===== config.mk =====
export PLATFORM = sky130hd
export DESIGN_NAME = alu_issue_stage_flat
export DESIGN_NICKNAME = d
export VERILOG_FILES = /design/src/rtl/rv32i_pkg.sv /design/src/rtl/alu_issue_stage_if.sv /design/src/rtl/alu_decode.sv /design/src/rtl/alu_issue_stage.sv /design/src/flat_wrapper.sv
export SDC_FILE = /design/constraint.sdc
export NUM_CORES = 1
export LEC_CHECK = 0
export BUFFER_PORTS_ARGS = -buffer_cell sky130_fd_sc_hd__buf_2
export CELL_PAD_IN_SITES_DETAIL_PLACEMENT = 0
export CELL_PAD_IN_SITES_GLOBAL_PLACEMENT = 1
export CORE_UTILIZATION = 25
export CTS_CLUSTER_SIZE = 12
export DETAILED_ROUTE_END_ITERATION = 8
export PLACE_DENSITY_LB_ADDON = 0.1
export SYNTH_ARGS = -nofsm -noshare
export SYNTH_HDL_FRONTEND = slang
export SYNTH_HIERARCHICAL = 1
export SYNTH_SLANG_ARGS = --single-unit
export TNS_END_PERCENT = 1

===== constraint.sdc =====
create_clock -name clk -period 3.1 [get_ports clk]
set_input_delay 0.31 -clock clk [delete_from_list [all_inputs] [get_ports clk]]
set_output_delay 0.31 -clock clk [all_outputs]
set_load 0.01 [all_outputs]

===== src/rtl/rv32i_pkg.sv =====
// Shared RV32I decode constants and the decoded-entry bundle that
// travels from the issue stage to execute.
package rv32i_pkg;

  localparam int DATA_W = 32;

  // Major opcodes (instr[6:0])
  localparam logic [6:0] OP     = 7'b0110011;
  localparam logic [6:0] OP_IMM = 7'b0010011;
  localparam logic [6:0] LUI    = 7'b0110111;
  localparam logic [6:0] AUIPC  = 7'b0010111;
  localparam logic [6:0] LOAD   = 7'b0000011;
  localparam logic [6:0] STORE  = 7'b0100011;
  localparam logic [6:0] BRANCH = 7'b1100011;
  localparam logic [6:0] JAL    = 7'b1101111;
  localparam logic [6:0] JALR   = 7'b1100111;

  // ALU control codes; these match the case items of the execute ALU.
  // 4'b0101 and 4'b0110 are deliberately unused.
  localparam logic [3:0] ALU_CTRL_ADD  = 4'b0000;
  localparam logic [3:0] ALU_CTRL_SLT  = 4'b0001;
  localparam logic [3:0] ALU_CTRL_SLTU = 4'b0010;
  localparam logic [3:0] ALU_CTRL_XOR  = 4'b0011;
  localparam logic [3:0] ALU_CTRL_OR   = 4'b0100;
  localparam logic [3:0] ALU_CTRL_AND  = 4'b0111;
  localparam logic [3:0] ALU_CTRL_SLL  = 4'b1000;
  localparam logic [3:0] ALU_CTRL_SRL  = 4'b1001;
  localparam logic [3:0] ALU_CTRL_SRA  = 4'b1010;
  localparam logic [3:0] ALU_CTRL_SUB  = 4'b1011;

  // funct7 values: base encoding and the alternate (SUB/SRA) encoding
  localparam logic [6:0] F7_BASE = 7'b0000000;
  localparam logic [6:0] F7_ALT  = 7'b0100000;

  // Decoded entry handed to execute
  typedef struct packed {
    logic [DATA_W-1:0] alu_a;
    logic [DATA_W-1:0] alu_b;
    logic [DATA_W-1:0] store_data;
    logic [3:0]        alu_ctrl;
    logic [4:0]        rd;
    logic              reg_write;
    logic              is_branch;
    logic [2:0]        br_funct3;
    logic              is_load;
    logic              is_store;
    logic              illegal;
  } dec_t;

  localparam int DEC_W = $bits(dec_t);

  // Base funct3 -> ALU control map shared by OP and OP-IMM
  function automatic logic [3:0] f3_to_ctrl(input logic [2:0] f3);
    logic [3:0] ctrl;
    ctrl = ALU_CTRL_ADD;
    case (f3)
      3'b000: ctrl = ALU_CTRL_ADD;
      3'b001: ctrl = ALU_CTRL_SLL;
      3'b010: ctrl = ALU_CTRL_SLT;
      3'b011: ctrl = ALU_CTRL_SLTU;
      3'b100: ctrl = ALU_CTRL_XOR;
      3'b101: ctrl = ALU_CTRL_SRL;
      3'b110: ctrl = ALU_CTRL_OR;
      3'b111: ctrl = ALU_CTRL_AND;
      default: ctrl = ALU_CTRL_ADD;
    endcase
    return ctrl;
  endfunction

endpackage


===== src/rtl/alu_issue_stage_if.sv =====
// Bundle of the issue stage's upstream (fetch/regfile) and downstream
// (execute) handshakes. The stage uses the slave view; the surrounding
// pipeline (or a bench) uses the master view.
interface alu_issue_stage_if;
  import rv32i_pkg::*;

  // Upstream side
  logic              in_valid;
  logic              in_ready;
  logic [DATA_W-1:0] in_instr;
  logic [DATA_W-1:0] in_pc;
  logic [DATA_W-1:0] in_rs1;
  logic [DATA_W-1:0] in_rs2;

  // Downstream side
  logic              out_valid;
  logic              out_ready;
  logic [DATA_W-1:0] alu_a;
  logic [DATA_W-1:0] alu_b;
  logic [3:0]        alu_ctrl;
  logic [DATA_W-1:0] store_data;
  logic [4:0]        rd;
  logic              reg_write;
  logic              is_branch;
  logic [2:0]        br_funct3;
  logic              is_load;
  logic              is_store;
  logic              illegal;

  modport slave (
    input  in_valid, in_instr, in_pc, in_rs1, in_rs2, out_ready,
    output in_ready, out_valid, alu_a, alu_b, alu_ctrl, store_data, rd,
           reg_write, is_branch, br_funct3, is_load, is_store, illegal
  );

  modport master (
    output in_valid, in_instr, in_pc, in_rs1, in_rs2, out_ready,
    input  in_ready, out_valid, alu_a, alu_b, alu_ctrl, store_data, rd,
           reg_write, is_branch, br_funct3, is_load, is_store, illegal
  );

endinterface


===== src/rtl/alu_decode.sv =====
// Purely combinational RV32I decoder: forms ALU operands (including
// immediates), the ALU control code and the side-band flags.
module alu_decode
  import rv32i_pkg::*;
(
  input  logic [DATA_W-1:0] instr,
  input  logic [DATA_W-1:0] pc,
  input  logic [DATA_W-1:0] rs1,
  input  logic [DATA_W-1:0] rs2,
  output dec_t              dec
);

  logic [6:0]        opcode;
  logic [2:0]        funct3;
  logic [6:0]        funct7;
  logic [DATA_W-1:0] imm_i;
  logic [DATA_W-1:0] imm_s;
  logic [DATA_W-1:0] imm_u;
  logic [DATA_W-1:0] shamt;

  assign opcode = instr[6:0];
  assign funct3 = instr[14:12];
  assign funct7 = instr[31:25];
  assign imm_i  = {{20{instr[31]}}, instr[31:20]};
  assign imm_s  = {{20{instr[31]}}, instr[31:25], instr[11:7]};
  assign imm_u  = {instr[31:12], 12'b0};
  assign shamt  = {27'b0, instr[24:20]};

  // Opcode decode, operand selection and legality checks
  always_comb begin
    // NOTE: every field gets a default before the case so no path leaves a
    // field unassigned; otherwise synthesis infers a latch.
    dec            = '0;
    dec.alu_ctrl   = ALU_CTRL_ADD;
    dec.rd         = instr[11:7];
    dec.store_data = rs2;

    case (opcode)
      OP: begin
        dec.alu_a     = rs1;
        dec.alu_b     = rs2;
        dec.reg_write = 1'b1;
        if (funct7 == F7_BASE)                          dec.alu_ctrl = f3_to_ctrl(funct3);
        else if (funct7 == F7_ALT && funct3 == 3'b000)  dec.alu_ctrl = ALU_CTRL_SUB;
        else if (funct7 == F7_ALT && funct3 == 3'b101)  dec.alu_ctrl = ALU_CTRL_SRA;
        else                                            dec.illegal  = 1'b1;
      end
      OP_IMM: begin
        dec.alu_a     = rs1;
        dec.alu_b     = imm_i;
        dec.reg_write = 1'b1;
        dec.alu_ctrl  = f3_to_ctrl(funct3);
        if (funct3 == 3'b001) begin
          dec.alu_b = shamt;
          if (funct7 != F7_BASE) dec.illegal = 1'b1;
        end else if (funct3 == 3'b101) begin
          dec.alu_b = shamt;
          if (funct7 == F7_ALT)       dec.alu_ctrl = ALU_CTRL_SRA;
          else if (funct7 != F7_BASE) dec.illegal  = 1'b1;
        end
      end
      LUI: begin
        dec.alu_b     = imm_u;
        dec.reg_write = 1'b1;
      end
      AUIPC: begin
        dec.alu_a     = pc;
        dec.alu_b     = imm_u;
        dec.reg_write = 1'b1;
      end
      LOAD: begin
        dec.alu_a     = rs1;
        dec.alu_b     = imm_i;
        dec.is_load   = 1'b1;
        dec.reg_write = 1'b1;
      end
      STORE: begin
        dec.alu_a    = rs1;
        dec.alu_b    = imm_s;
        dec.is_store = 1'b1;
      end
      BRANCH: begin
        dec.alu_a     = rs1;
        dec.alu_b     = rs2;
        dec.is_branch = 1'b1;
        dec.br_funct3 = funct3;
        case (funct3)
          3'b000, 3'b001: dec.alu_ctrl = ALU_CTRL_SUB;   // BEQ/BNE use zero flag
          3'b100, 3'b101: dec.alu_ctrl = ALU_CTRL_SLT;
          3'b110, 3'b111: dec.alu_ctrl = ALU_CTRL_SLTU;
          default:        dec.illegal  = 1'b1;
        endcase
      end
      JAL, JALR: begin
        // Link value pc+4; target computation lives elsewhere
        dec.alu_a     = pc;
        dec.alu_b     = 32'd4;
        dec.reg_write = 1'b1;
        if (opcode == JALR && funct3 != 3'b000) dec.illegal = 1'b1;
      end
      default: dec.illegal = 1'b1;
    endcase

    // Illegal entries still flow to execute so it can trap, but must not
    // have any architectural side effect.
    if (dec.illegal) begin
      dec.alu_ctrl  = ALU_CTRL_ADD;
      dec.reg_write = 1'b0;
      dec.is_branch = 1'b0;
      dec.is_load   = 1'b0;
      dec.is_store  = 1'b0;
    end

    if (dec.rd == 5'd0) dec.reg_write = 1'b0;
  end

endmodule


===== src/rtl/alu_issue_stage.sv =====
// Issue stage toward the ALU: decodes the incoming instruction and holds
// it in a 2-entry skid buffer (head + skid) so in_ready can be registered.
module alu_issue_stage
  import rv32i_pkg::*;
#(
  parameter int XLEN       = 32,
  parameter int SKID_DEPTH = 2
) (
  input  logic               clk,
  input  logic               rst_n,
  input  logic               flush,
  alu_issue_stage_if.slave   io
);

  localparam int CNT_W = $clog2(SKID_DEPTH + 1);

  if (XLEN != 32 || SKID_DEPTH != 2) begin : g_unsupported
    $error("alu_issue_stage supports only XLEN=32 and SKID_DEPTH=2");
  end

  dec_t             dec;
  dec_t             head_q, head_d;
  dec_t             skid_q, skid_d;
  logic             head_vld_q, head_vld_d;
  logic             skid_vld_q, skid_vld_d;
  logic             in_ready_q, in_ready_d;
  logic             push;
  logic             pop;
  logic [CNT_W-1:0] count_d;

  alu_decode u_decode (
    .instr (io.in_instr),
    .pc    (io.in_pc),
    .rs1   (io.in_rs1),
    .rs2   (io.in_rs2),
    .dec   (dec)
  );

  assign push = io.in_valid & in_ready_q;
  assign pop  = head_vld_q & io.out_ready;

  // Skid-buffer next state; the head only changes on a pop, a fill from
  // empty, or flush, which keeps outputs stable under backpressure.
  always_comb begin
    head_d     = head_q;
    skid_d     = skid_q;
    head_vld_d = head_vld_q;
    skid_vld_d = skid_vld_q;

    if (flush) begin
      head_vld_d = 1'b0;
      skid_vld_d = 1'b0;
    end else if (!head_vld_q) begin
      if (push) begin
        head_d     = dec;
        head_vld_d = 1'b1;
      end
    end else if (!skid_vld_q) begin
      if (pop && push) begin
        head_d = dec;
      end else if (pop) begin
        head_vld_d = 1'b0;
      end else if (push) begin
        skid_d     = dec;
        skid_vld_d = 1'b1;
      end
    end else if (pop) begin
      // Full: in_ready is low, so only the skid-to-head move can happen
      head_d     = skid_q;
      skid_vld_d = 1'b0;
    end

    count_d    = CNT_W'(head_vld_d) + CNT_W'(skid_vld_d);
    in_ready_d = (count_d != CNT_W'(SKID_DEPTH));
  end

  // State registers
  always_ff @(posedge clk or negedge rst_n) begin
    if (!rst_n) begin
      // NOTE: the entry registers are reset as well as the valid bits because
      // the data outputs must read zero out of reset; it costs only a reset
      // pin on each data flop.
      head_q     <= '0;
      skid_q     <= '0;
      head_vld_q <= 1'b0;
      skid_vld_q <= 1'b0;
      in_ready_q <= 1'b1;
    end else begin
      // NOTE: non-blocking assignments so every flop samples pre-edge values
      // regardless of statement order.
      head_q     <= head_d;
      skid_q     <= skid_d;
      head_vld_q <= head_vld_d;
      skid_vld_q <= skid_vld_d;
      in_ready_q <= in_ready_d;
    end
  end

  assign io.in_ready   = in_ready_q;
  assign io.out_valid  = head_vld_q;
  assign io.alu_a      = head_q.alu_a;
  assign io.alu_b      = head_q.alu_b;
  assign io.alu_ctrl   = head_q.alu_ctrl;
  assign io.store_data = head_q.store_data;
  assign io.rd         = head_q.rd;
  assign io.reg_write  = head_q.reg_write;
  assign io.is_branch  = head_q.is_branch;
  assign io.br_funct3  = head_q.br_funct3;
  assign io.is_load    = head_q.is_load;
  assign io.is_store   = head_q.is_store;
  assign io.illegal    = head_q.illegal;

endmodule


===== src/flat_wrapper.sv =====
// flat-port wrapper written by rule: the top's interface ports become plain ports
module alu_issue_stage_flat import rv32i_pkg::*;
#(
  parameter int XLEN       = 32,
  parameter int SKID_DEPTH = 2
)
  (clk, rst_n, flush, io_in_valid, io_in_instr, io_in_pc, io_in_rs1, io_in_rs2, io_out_ready, io_in_ready, io_out_valid, io_alu_a, io_alu_b, io_alu_ctrl, io_store_data, io_rd, io_reg_write, io_is_branch, io_br_funct3, io_is_load, io_is_store, io_illegal);
  alu_issue_stage_if io_i ();
  input  logic clk;
  input  logic rst_n;
  input  logic flush;
  input wire logic [$bits(io_i.in_valid)-1:0] io_in_valid;
  input wire logic [$bits(io_i.in_instr)-1:0] io_in_instr;
  input wire logic [$bits(io_i.in_pc)-1:0] io_in_pc;
  input wire logic [$bits(io_i.in_rs1)-1:0] io_in_rs1;
  input wire logic [$bits(io_i.in_rs2)-1:0] io_in_rs2;
  input wire logic [$bits(io_i.out_ready)-1:0] io_out_ready;
  output wire logic [$bits(io_i.in_ready)-1:0] io_in_ready;
  output wire logic [$bits(io_i.out_valid)-1:0] io_out_valid;
  output wire logic [$bits(io_i.alu_a)-1:0] io_alu_a;
  output wire logic [$bits(io_i.alu_b)-1:0] io_alu_b;
  output wire logic [$bits(io_i.alu_ctrl)-1:0] io_alu_ctrl;
  output wire logic [$bits(io_i.store_data)-1:0] io_store_data;
  output wire logic [$bits(io_i.rd)-1:0] io_rd;
  output wire logic [$bits(io_i.reg_write)-1:0] io_reg_write;
  output wire logic [$bits(io_i.is_branch)-1:0] io_is_branch;
  output wire logic [$bits(io_i.br_funct3)-1:0] io_br_funct3;
  output wire logic [$bits(io_i.is_load)-1:0] io_is_load;
  output wire logic [$bits(io_i.is_store)-1:0] io_is_store;
  output wire logic [$bits(io_i.illegal)-1:0] io_illegal;
  assign io_i.in_valid = io_in_valid;
  assign io_i.in_instr = io_in_instr;
  assign io_i.in_pc = io_in_pc;
  assign io_i.in_rs1 = io_in_rs1;
  assign io_i.in_rs2 = io_in_rs2;
  assign io_i.out_ready = io_out_ready;
  assign io_in_ready = io_i.in_ready;
  assign io_out_valid = io_i.out_valid;
  assign io_alu_a = io_i.alu_a;
  assign io_alu_b = io_i.alu_b;
  assign io_alu_ctrl = io_i.alu_ctrl;
  assign io_store_data = io_i.store_data;
  assign io_rd = io_i.rd;
  assign io_reg_write = io_i.reg_write;
  assign io_is_branch = io_i.is_branch;
  assign io_br_funct3 = io_i.br_funct3;
  assign io_is_load = io_i.is_load;
  assign io_is_store = io_i.is_store;
  assign io_illegal = io_i.illegal;
  alu_issue_stage #(.XLEN(XLEN), .SKID_DEPTH(SKID_DEPTH)) u_core (.clk(clk), .rst_n(rst_n), .flush(flush), .io(io_i));
endmodule

==> run metrics <==
initial antenna violation count 4; Mapped Nets 981; result of the run finished, final reports clean; DRC viols 0; Max clock buf depth 3; placed cell count 1,619; starting density of the core 25.3%; global routing met2 resource utilization 23.1%; endpoint class of the critical path register; synthesized flop and latch total 229; hold path depth 2; pin count of the biggest net entering global routing 114; leakage power summed over all cells 7.38 nW; wire length of the first global-routing pass 52,900 um; main flop type after synthesis sky130_fd_sc_hd__dfrtp_1; chip width 219 um; met3 demand-to-capacity share in global routing 3.78%; Max transition margin 20.9%; busiest metal layer after global routing met2; setup repair after global routing missed its margin false; total power draw 8.07 mW; grt total ovfl 0; cell area after placement 13,500 um2; average size of a mapped cell 14.1 um2; Yosys warnings 6; clock skew after layout 0.0103 ns; cell count of the worst reg-to-reg path 4; Synth async-reset ratio 100%; remaining antenna violation count 0; die area 48,100 um2; count of endpoints failing setup in the final report 0; Detailed Place HPWL 23,600 um; Max FO, Critical Path 53; Rows 79; area of the core 46,600 um2; number of maximum-capacitance constraint violations 0; post-synthesis cell count 836; pwr/cell area 552 nW/um2; sequential fraction of the synthesis area 48.6%; quantity of gates resized following cts 0; total wire length 35,000 um; Period minus WS final 2.36 ns; clock tree from TritonCTS yes; Final Wtd Congestion 0.760; min-delay worst type in -> reg; fill cell instance count of the final layout 4,712; violation count after the first detailed-route iteration 380; critical path class reg -> reg; total routing usage reported by global routing 14.6%; period utilisation layout 76.1%; post-layout net count 1,198; Hold Worst Slack 0.0420 ns; max-slew violation total from the final report 0; via count of the first global-routing pass 7,894; maximum level of the CTS H-tree 1; number of sinks handled by clock tree synthesis 229; layout overhead on the synthesized area 24.0%; Clock Tree Root sky130_fd_sc_hd__clkbuf_16; hold violation count in the final report 0; proportion of layout cells with a drive suffix above 1 62.1%; data required time of the worst path 3.53 ns; Clock transition at path regs 0.06 ns; number of different library cells in the post-synthesis netlist 57; critical path data arrival time 2.79 ns; wire length per cell 20.8 um; number of vias per cell 4.53; port buffer count 247; post-synthesis instance area 11,800 um2; setup TNS 0 ns; Design Area, Final 14,600 um2; number of buffers created by CTS 29; # IOs 248; Max VDD drop 0.370 mV; via total after detailed routing 7,627; fin cells 1,683; die boundary height 219 um; Worst Setup Start Kind register; slew at the pin with the worst max-slew slack 1.19 ns; DR pass1 iterations 9; met1 usage in global routing 19.8%; maximum clock frequency 0.424 GHz; Worst-Skew Late Latency 0.55 ns; number of enable flip-flop cells after synthesis 0
per-stage QoR:
step	util (%)	setup WS (ns)
floorplan	-	0.774
detailed placement	29.1	0.244
CTS	31.4	0.736
global placement	29.1	0.275
finish	31.4	0.741
global route	31.4	0.642
worst max-delay path, cell delays in order, from the launching register on:
cell and delay, ns:
sky130_fd_sc_hd__dfstp_2 0.55, sky130_fd_sc_hd__nand2_1 0.14, sky130_fd_sc_hd__or4b_4 0.80, sky130_fd_sc_hd__buf_12 0.34, sky130_fd_sc_hd__mux2_4 0.34
worst paths after layout:
kind,startpoint,to,slack [ns]
max,u_core/io.in_ready,u_core/skid_q[64],0.74
min,io_in_rs2[21],u_core/skid_q[38],0.04
max reg2reg,u_core/io.in_ready,u_core/skid_q[64],0.74
min reg2reg,u_core/io.alu_b[17],u_core/io.alu_b[17],0.50
max in group asynchronous,rst_n,u_core/skid_q[52],1.80
min in group asynchronous,rst_n,u_core/io.store_data[16],0.30
state kept, by name, summed over array words and instances, names as in the netlist, 3 cells and up:
signal / flops
u_core/skid_q: 113
u_core/io.alu_a: 32
u_core/io.alu_b: 32
u_core/io.store_data: 32
u_core/io.rd: 5
u_core/io.alu_ctrl: 4
u_core/io.br_funct3: 3
cell type report:
| cell class | count | area (um2) | area share [%] |
|---|---|---|---|
| Antenna cell | 2 | 5.00 | 0.0342 |
| Clock inverter | 7 | 135 | 0.924 |
| Sequential cell | 229 | 5730 | 39.2 |
| Clock buffer | 45 | 856 | 5.85 |
| Tap cell | 607 | 759 | 5.19 |
| Multi-Input combinational cell | 502 | 5480 | 37.4 |
| Timing Repair Buffer | 280 | 1620 | 11.1 |
| Inverter | 11 | 41.3 | 0.282 |
power breakdown:
| part | total (mW) | internal [mW] | switching [mW] |
|---|---|---|---|
| sequential | 3.46 | 3.30 | 0.155 |
| combinational | 1.07 | 0.560 | 0.505 |
| clock | 3.54 | 2.21 | 1.33 |
| total | 8.07 | 6.07 | 1.99 |
routing by layer:
metal / vias up / share of wire, %
li1: 3510 / -
met1: 3892 / 46
met2: 180 / 46
met3: 41 / 6.1
met4: 4 / 1.8
met5: - / 0.071
cells in the mapped netlist (all sizes together) (2+ instances only):
| cell type | instances | share of area (%) |
|---|---|---|
| a22oi | 2 | 0.13 |
| inv | 11 | 0.35 |
| a21oi | 2 | 0.085 |
| or4 | 4 | 0.29 |
| a221o | 19 | 1.6 |
| nand2b | 3 | 0.16 |
| o21ai | 6 | 0.25 |
| nor3b | 3 | 0.19 |
| nor3 | 7 | 0.34 |
| buf | 69 | 4.1 |
| and2 | 5 | 0.27 |
| o211ai | 2 | 0.13 |
| nand2 | 11 | 0.35 |
| a2111oi | 3 | 0.49 |
| a21o | 3 | 0.19 |
| ha | 12 | 1.3 |
| nor2 | 3 | 0.095 |
| clkbuf | 25 | 0.80 |
| o21a | 2 | 0.13 |
| nor4 | 4 | 0.21 |
| nand4b | 2 | 0.15 |
| mux2 | 339 | 35 |
| a22o | 38 | 2.8 |
| or3 | 2 | 0.11 |
| nor2b | 2 | 0.11 |
| o32ai | 2 | 0.21 |
| dfrtp | 228 | 48 |
| and3 | 2 | 0.11 |
| a222oi | 4 | 0.34 |
| a211oi | 4 | 0.30 |
| mux2i | 2 | 0.17 |
logic make-up after synthesis:
group           synth area share (%)
mux                             34.8
compound gates                  7.27
xor+xnor                      0.0743
buf+inv                         5.29
simple gates                    2.75
flops                           48.6
fa+ha+maj                       1.27
layout by cell type (no fill, tap or decap), types with 6 or more instances in the layout:
cell	synthesis	routed
sky130_fd_sc_hd__a221o_1	18	18
sky130_fd_sc_hd__buf_2	22	246
sky130_fd_sc_hd__a22o_1	37	37
sky130_fd_sc_hd__clkbuf_1	25	9
sky130_fd_sc_hd__mux2_2	269	269
sky130_fd_sc_hd__mux2_4	70	70
sky130_fd_sc_hd__dfrtp_1	228	228
sky130_fd_sc_hd__inv_1	11	11
sky130_fd_sc_hd__nor3_1	6	6
sky130_fd_sc_hd__nand2_1	11	10
sky130_fd_sc_hd__clkbuf_16	0	29
sky130_fd_sc_hd__clkbuf_8	0	7
sky130_fd_sc_hd__buf_12	0	8
sky130_fd_sc_hd__o21ai_0	6	6
sky130_fd_sc_hd__buf_4	38	15
sky130_fd_sc_hd__ha_1	12	12
sky130_fd_sc_hd__dlygate4sd3_1	0	10
what timing repair did:
item,4_1_cts,5_1_grt
setup buffers,0,0
endpoints found under the hold margin,71,0
hold buffers,10,0
Power figures use the tool's default switching activity.
